File: src/rtl/counter_seq_pkg.sv
// Shared definitions for the counter_seq interval-timer sequencer.
package counter_seq_pkg;

  // Sequencer state encoding; values match the legacy 2-bit encoding.
  typedef enum logic [1:0] {
    ST_IDLE = 2'd0,
    ST_LOAD = 2'd1,
    ST_RUN  = 2'd2
  } state_e;

  // Value loaded into the counter at the start of every period.
  localparam int unsigned CNT_RST_VAL = 0;

endpackage : counter_seq_pkg

File: src/rtl/counter_seq_counter.sv
// Loadable up-counter: synchronous reset, load has priority over enable.
module counter_seq_counter #(
  parameter int unsigned WIDTH = 5
) (
  input  logic             clk,
  input  logic             rst,
  input  logic             load,
  input  logic             enab,
  input  logic [WIDTH-1:0] cnt_in,
  output logic [WIDTH-1:0] cnt_out
);

  logic [WIDTH-1:0] cnt_q;

  // Count register: reset, then load, then increment when enabled.
  always_ff @(posedge clk) begin
    if (rst) begin
      cnt_q <= '0;
    end else if (load) begin
      cnt_q <= cnt_in;
    end else if (enab) begin
      cnt_q <= cnt_q + 1'b1;
    end
  end

  assign cnt_out = cnt_q;

endmodule : counter_seq_counter

File: src/rtl/counter_seq.sv
// Programmable interval timer: captures a period on start, runs the counter
// from 0 to the period, pulses done, then stops or reloads.
module counter_seq
  import counter_seq_pkg::*;
#(
  parameter int unsigned WIDTH = 5
) (
  input  logic             clk,
  input  logic             rst,
  input  logic             start,
  input  logic             stop,
  input  logic             auto_rld,
  input  logic [WIDTH-1:0] period,
  output logic             busy,
  output logic             done,
  output logic [WIDTH-1:0] cnt_out
);

  state_e           state_q, state_d;
  logic [WIDTH-1:0] period_q, period_d;
  logic             mode_q, mode_d;
  logic             done_q, done_d;
  logic             load, enab;
  logic             terminal;

  assign terminal = (cnt_out == period_q);

  // Next-state, capture and counter-control decode.
  always_comb begin
    state_d  = state_q;
    period_d = period_q;
    mode_d   = mode_q;
    done_d   = 1'b0;
    load     = 1'b0;
    enab     = 1'b0;
    unique case (state_q)
      ST_IDLE: begin
        if (start && !stop) begin
          period_d = period;
          mode_d   = auto_rld;
          state_d  = ST_LOAD;
        end
      end
      ST_LOAD: begin
        load    = 1'b1;
        state_d = stop ? ST_IDLE : ST_RUN;
      end
      ST_RUN: begin
        if (terminal) begin
          // Terminal handling beats stop: done still pulses, but a stop
          // suppresses the reload and returns to IDLE holding the count.
          done_d = 1'b1;
          if (mode_q && !stop) begin
            load = 1'b1;
          end else begin
            state_d = ST_IDLE;
          end
        end else if (stop) begin
          state_d = ST_IDLE;
        end else begin
          enab = 1'b1;
        end
      end
      default: state_d = ST_IDLE;
    endcase
  end

  // State, captured run parameters and registered done pulse.
  always_ff @(posedge clk) begin
    if (rst) begin
      state_q  <= ST_IDLE;
      period_q <= '0;
      mode_q   <= 1'b0;
      done_q   <= 1'b0;
    end else begin
      state_q  <= state_d;
      period_q <= period_d;
      mode_q   <= mode_d;
      done_q   <= done_d;
    end
  end

  counter_seq_counter #(
    .WIDTH (WIDTH)
  ) u_counter (
    .clk     (clk),
    .rst     (rst),
    .load    (load),
    .enab    (enab),
    .cnt_in  (WIDTH'(CNT_RST_VAL)),
    .cnt_out (cnt_out)
  );

  assign busy = (state_q != ST_IDLE);
  assign done = done_q;

endmodule : counter_seq

File: config.mk
export PLATFORM = sky130hd
export DESIGN_NAME = counter_seq
export DESIGN_NICKNAME = d
export VERILOG_FILES = /design/src/rtl/counter_seq_pkg.sv /design/src/rtl/counter_seq_counter.sv /design/src/rtl/counter_seq.sv
export SDC_FILE = /design/constraint.sdc
export NUM_CORES = 1
export LEC_CHECK = 0
export CAP_MARGIN = 20
export CORE_ASPECT_RATIO = 0.75
export CORE_MARGIN = 4
export CORE_UTILIZATION = 45
export DETAILED_ROUTE_END_ITERATION = 8
export GPL_TIMING_DRIVEN = 0
export PLACE_DENSITY_LB_ADDON = 0.3
export SYNTH_ARGS = -nofsm -noshare
export SYNTH_HDL_FRONTEND = slang
export SYNTH_SLANG_ARGS = --single-unit
File: constraint.sdc
create_clock -name clk -period 4.8 [get_ports clk]
set_input_delay 0.96 -clock clk [delete_from_list [all_inputs] [get_ports clk]]
set_output_delay 0.96 -clock clk [all_outputs]
set_load 0.02 [all_outputs]
Word-level counts from Yosys, hierarchy flattened
Cells that the tools add are included.

$add $sub $neg: 1. Equal/unequal tests: 6. Mux-type cells: 13. Bitwise gates (word level): 1. Reduce and logical (&&, ||, !) cells: 9.

Operators by type and width (count): two-way mux 2 bit (5); two-way mux 1 bit (6); != test 3 bit (second input constant) (2); case mux 2 bit (3 select lines) (1); adder 5 x 1 -> 5 bit (second input constant) (1); == test 5 bit (1); OR reduction 2 bit (2); AND reduction 3 bit (1); == test 2 x 1 -> 1 bit (second input constant) (1); == test 2 bit (second input constant) (1); logical AND 1 bit (2); zero test 2 bit (1); != test 2 bit (second input constant) (1); case mux 1 bit (2 select lines) (1); AND reduction 2 bit (1); nonzero test 2 bit (1); zero test 1 bit (1); NOT 1 bit (1).

Flip-flop bits (word level): 14. Input port bits: 10. Output and inout bits: 7. Word-level logic and storage cells: 35.

Longest topological paths before layout
Depth after elaboration: 6. Mapped depth: 7. Depth with buffers taken out: 6.

Cells and area by module
Synthesis repeated with hierarchy kept, for this count alone.

Cells, all modules: 85. Area total of the unflattened synthesis: 782.0 sq um.

By module, submodules not included: counter_seq (times used 1, cells an instance 57, area each 525.5 sq um, sequential area each 180.2 sq um); counter_seq_counter (times used 1, cells an instance 28, area each 256.5 sq um, sequential area each 100.1 sq um).

Least setup slack after synthesis
No wires, ideal clock.

Path kind: input to register. Start: input start. End: register state_q[0]. Setup time: 72 ps. Arrival: 1863 ps. Setup slack: 2865 ps. Cell stages on the path: 5. Path buffers: 1. Cells stage by stage: nor2b_1 buf_2 nor2_1 o41ai_4 mux2i_1.

Cells in the longest elaborated chain, start to end: 3.

RTL lines: start: declaration (line counter_seq.sv:10) `input logic start,`; logical AND 1 bit (line counter_seq.sv:38) `if (start && !stop) begin`; != test 2 bit (no source line); AND reduction 3 bit (no source line); end signal: assignment (line counter_seq.sv:76) `state_q <= state_d;`; end: declaration (line counter_seq.sv:19) `state_e state_q, state_d;`.

Every way passes these cells. A chain may end at the register's enable or synchronous reset.

Worst setup path after layout
Start: register state_q[0]. End: output busy.

Cells in the longest elaborated chain, start to end: 1.

RTL lines: nonzero test 2 bit (line counter_seq.sv:94) `assign busy = (state_q != ST_IDLE);`; end: declaration (line counter_seq.sv:14) `output logic busy,`.

Every way passes these cells.

==> key figures <==
Clock tree
  • Register clock-pin slew on the reported worst setup and hold paths: 90 ps
  • Clock Tree Buf Depth: 2
  • Inserted Clock Buffers: 3
  • Number of resized instances in the post-cts repair step: 0
  • Count of hold buffers inserted by post-cts repair: 0
  • CTS root buffer: clkbuf_4
  • Clk sink count: 14
  • Latest clock arrival within the worst-skew pair: 290 ps
  • Post-CTS Setup Inserts: 0
  • CTS H-tree lvls: 1
  • TritonCTS clock tree: done

GRT
  • Maximum number of pins on one net before global-route repair: 11
  • Overall track demand over capacity in global routing: 0.164
  • Total global routing overflow: 0
  • Number of antenna violations at the first check in global routing: 0
  • Number of global-route vias before repair: 719
  • First-pass GRT wire length: 3260 um

Worst hold path
  • Class of the most critical hold timing path: flip-flop to flip-flop
  • Hold-critical path depth: 2

Logic synthesis
  • Synth top area share: 0.318
  • Number of enable flip-flop cells after synthesis: 0
  • Number of warnings reported in the yosys synthesis log: 0
  • Async S/R FF share, synth: 0
  • Synthesis-stage register bit count: 14
  • Synth Flop Type: dfxtp_1
  • Cell type with the largest total area after synthesis: dfxtp_1
  • Sequential area share after synthesis: 0.318
  • Cell area after synthesis: 882 um2
  • Synthesized area divided by synthesized cell count: around 9 um2
  • Post-Syn Instances: 100
  • Number of different library cells in the post-synthesis netlist: 32
  • Mapped Nets: about 110
  • Cell types with the largest area share after synthesis: dfxtp_1, a21oi_1, ha_1

Outcome
  • Outcome: finished clean

Drt
  • Length of the first detailed-routing pass in iterations: 4
  • Vias per std cell: around 5.5
  • Wire length per cell: around 14 um
  • Antenna Violating Nets Remaining: 0
  • Remaining DRCs: 0
  • Final Routed Wirelength: 1920 um
  • Initial DRC count: 27
  • Total via count in the routed design: between 700 and 800

Timing
  • Clock Skew: ~6.6 ps
  • Total setup violations reported at the end of the flow: 0
  • Ratio of final minimum period to clock period: 0.583
  • Unrepaired setup endpoints after global routing: false
  • Headroom to the max-slew limit: 0.706
  • Post-route minimum period: ~2800 ps
  • Maximum achievable frequency: 357 MHz
  • Setup total negative slack: 0 ps
  • Worst slew pin tran: 438 ps
  • Final hold viol count: 0
  • Final Slew Violations: 0

Layout
  • Area growth syn-to-layout: 25.4%
  • Final #Nets: 135
  • Footprint of the multi-input gates: approximately 560 um2
  • Summed area of non-filler cells in the final layout: 1110 um2
  • Layout cell share with drive strength beyond 1: 0.142
  • Antenna Diode Count: 0
  • Total of fill cells in the finished design: between 150 and 200
  • Sequential Area: between 200 and 300 um2
  • Non-filler instance count after layout: 142
  • Utilization after layout: 0.618

Die
  • Initial cell density of the core: 0.493
  • Die outline width: 59.1 um
  • Die Y: around 46 um
  • Cell row count: 13
  • Area enclosed by the die boundary: between 2000 and 3000 um2
  • CORE AREA: roughly 1800 um2
  • Number of top-level pins: 17

Worst setup path
  • Maximum fanout encountered on the critical timing path: 9
  • Number of stages on the worst setup path: 5
  • Worst Setup Start Kind: flip-flop
  • Setup CP Type: flip-flop to output port
  • Slowest library cell on the worst path: clkdlybuf4s50_1
  • Data arrival, critical path: around 1800 ps
  • Delay of the slowest cell on the worst path: ~600 ps
  • WP data required: between 3000 and 4000 ps
  • Cells along the critical path: inv_1, ha_1, buf_2, inv_1, clkdlybuf4s50_1
  • Crit path buf inv count: 4
  • Slack of the worst reg-to-reg path: just under 3000 ps
  • Kind of capture point of the worst setup path: output port
  • Worst r2r path cells: 7
  • Largest delay contributor family on the critical path: buffers and inverters
  • Crit path top cell by count: inv_1

Power and ir drop
  • Peak supply drop: between 150 and 200 uV
  • Leakage power total: 0.384 nW
  • Power density relative to cell area: roughly 350 nW/um2

Placement
  • GP Congestion: 0.785
  • Detail Placement HPWL: around 1500 um
  • Post-placement cell count: ~140
  • PortBufs: 16
  • Total placed instance area: 1070 um2

Job
  • MaxCap Viol Count: 0
==> worst reg2reg max path, cell delays in order, from the launching register on <==
cell and delay (ps):
dfxtp_1 350, inv_1 90, ha_1 180, nor2b_1 130, clkbuf_1 290, nand3_1 140
o31ai_2 400, nor4_1 120
==> cell type report <==
cell class	count	share of cell area
Buffer	5	0.0204
Clock buffer	4	0.0328
Inverter	5	0.0170
Multi-Input combinational cell	76	0.507
Sequential cell	14	0.253
Tap cell	22	0.0249
Timing Repair Buffer	16	0.145
==> state kept, by name (all words and copies together) (netlist names) <==
| name | cells |
|---|---|
| period_q | 5 |
| done | 1 |
| mode_q | 1 |
| state_q | 2 |
| u_counter.cnt_out | 5 |
==> synthesized netlist by cell type (2+ instances only) <==
master / number
nand2b_1: 4
nor2b_1: 2
dfxtp_1: 14
o211ai_1: 2
xnor2_2: 3
inv_1: 5
clkbuf_1: 2
and2_1: 2
nand3_1: 9
mux2i_1: 2
nand2_1: 8
nor2_1: 6
a21oi_1: 13
nor3_1: 2
ha_1: 4
buf_2: 3
o21ai_0: 3
o2111ai_1: 2
==> cells in the final DEF, fill, tap and decap left out, drive strengths merged <==
| master | instances |
|---|---|
| mux2i | 2 |
| xnor2 | 4 |
| buf | 3 |
| a21oi | 13 |
| mux2 | 1 |
| nor3 | 2 |
| ha | 4 |
| nand2b | 4 |
| nor4b | 1 |
| nand3 | 9 |
| nor2 | 6 |
| clkdlybuf4s50 | 16 |
| o31ai | 1 |
| o211ai | 2 |
| o41ai | 1 |
| nor2b | 2 |
| clkbuf | 6 |
| and2 | 2 |
| nor4 | 1 |
| o21ai | 3 |
| dfxtp | 14 |
| or3b | 1 |
| a41oi | 1 |
| nand2 | 8 |
| nand3b | 1 |
| and4 | 1 |
| o2111ai | 2 |
| nand4 | 2 |
| inv | 5 |
| xor2 | 1 |
| a31oi | 1 |
==> stage by stage <==
stage | hold slack, ps | power (mW) | setup WS [ps]
after CTS | 506 | 0.385 | 2000
final | 498 | 0.382 | 2000
after global placement | 485 | 0.293 | 2170
after floorplan | 466 | 0.253 | 2870
after global routing | 530 | 0.407 | 1910
after detailed placement | 492 | 0.296 | 2170
==> worst paths after layout <==
path	startpoint	endpoint
hold reg to reg	period_q[0]	period_q[0]
setup / recovery	state_q[0]	busy
hold / removal	period_q[0]	period_q[0]
setup reg to reg	state_q[0]	u_counter.cnt_out[1]
==> logic make-up after synthesis <==
| group | synth area share |
|---|---|
| and+or+nand+nor | 0.257 |
| AOI/OAI and AO/OA | 0.190 |
| DFF | 0.318 |
| buffers and inverters | 0.0468 |
| xor gates and xnor gates | 0.0965 |
| adders and majority gates | 0.0567 |
| muxes | 0.0355 |
==> routing by layer <==
| layer | up-vias | global-route usage | share of wire |
|---|---|---|---|
| li1 | 400 | - | - |
| met1 | 364 | 0.218 | 0.50 |
| met2 | 16 | 0.236 | 0.43 |
| met3 | 5 | 0.0532 | 0.053 |
| met4 | 0 | 0.0814 | 0.018 |
| met5 | - | 0 | 0 |
==> report_power, final <==
group,internal [mW],leakage [nW],switching (mW),total (mW)
sequential,0.128,0.114,0.0128,0.140
combinational,0.0699,0.249,0.0840,0.154
clock,0.0463,0.0210,0.0419,0.0882
Note: power is estimated with default switching activity, not from simulation.
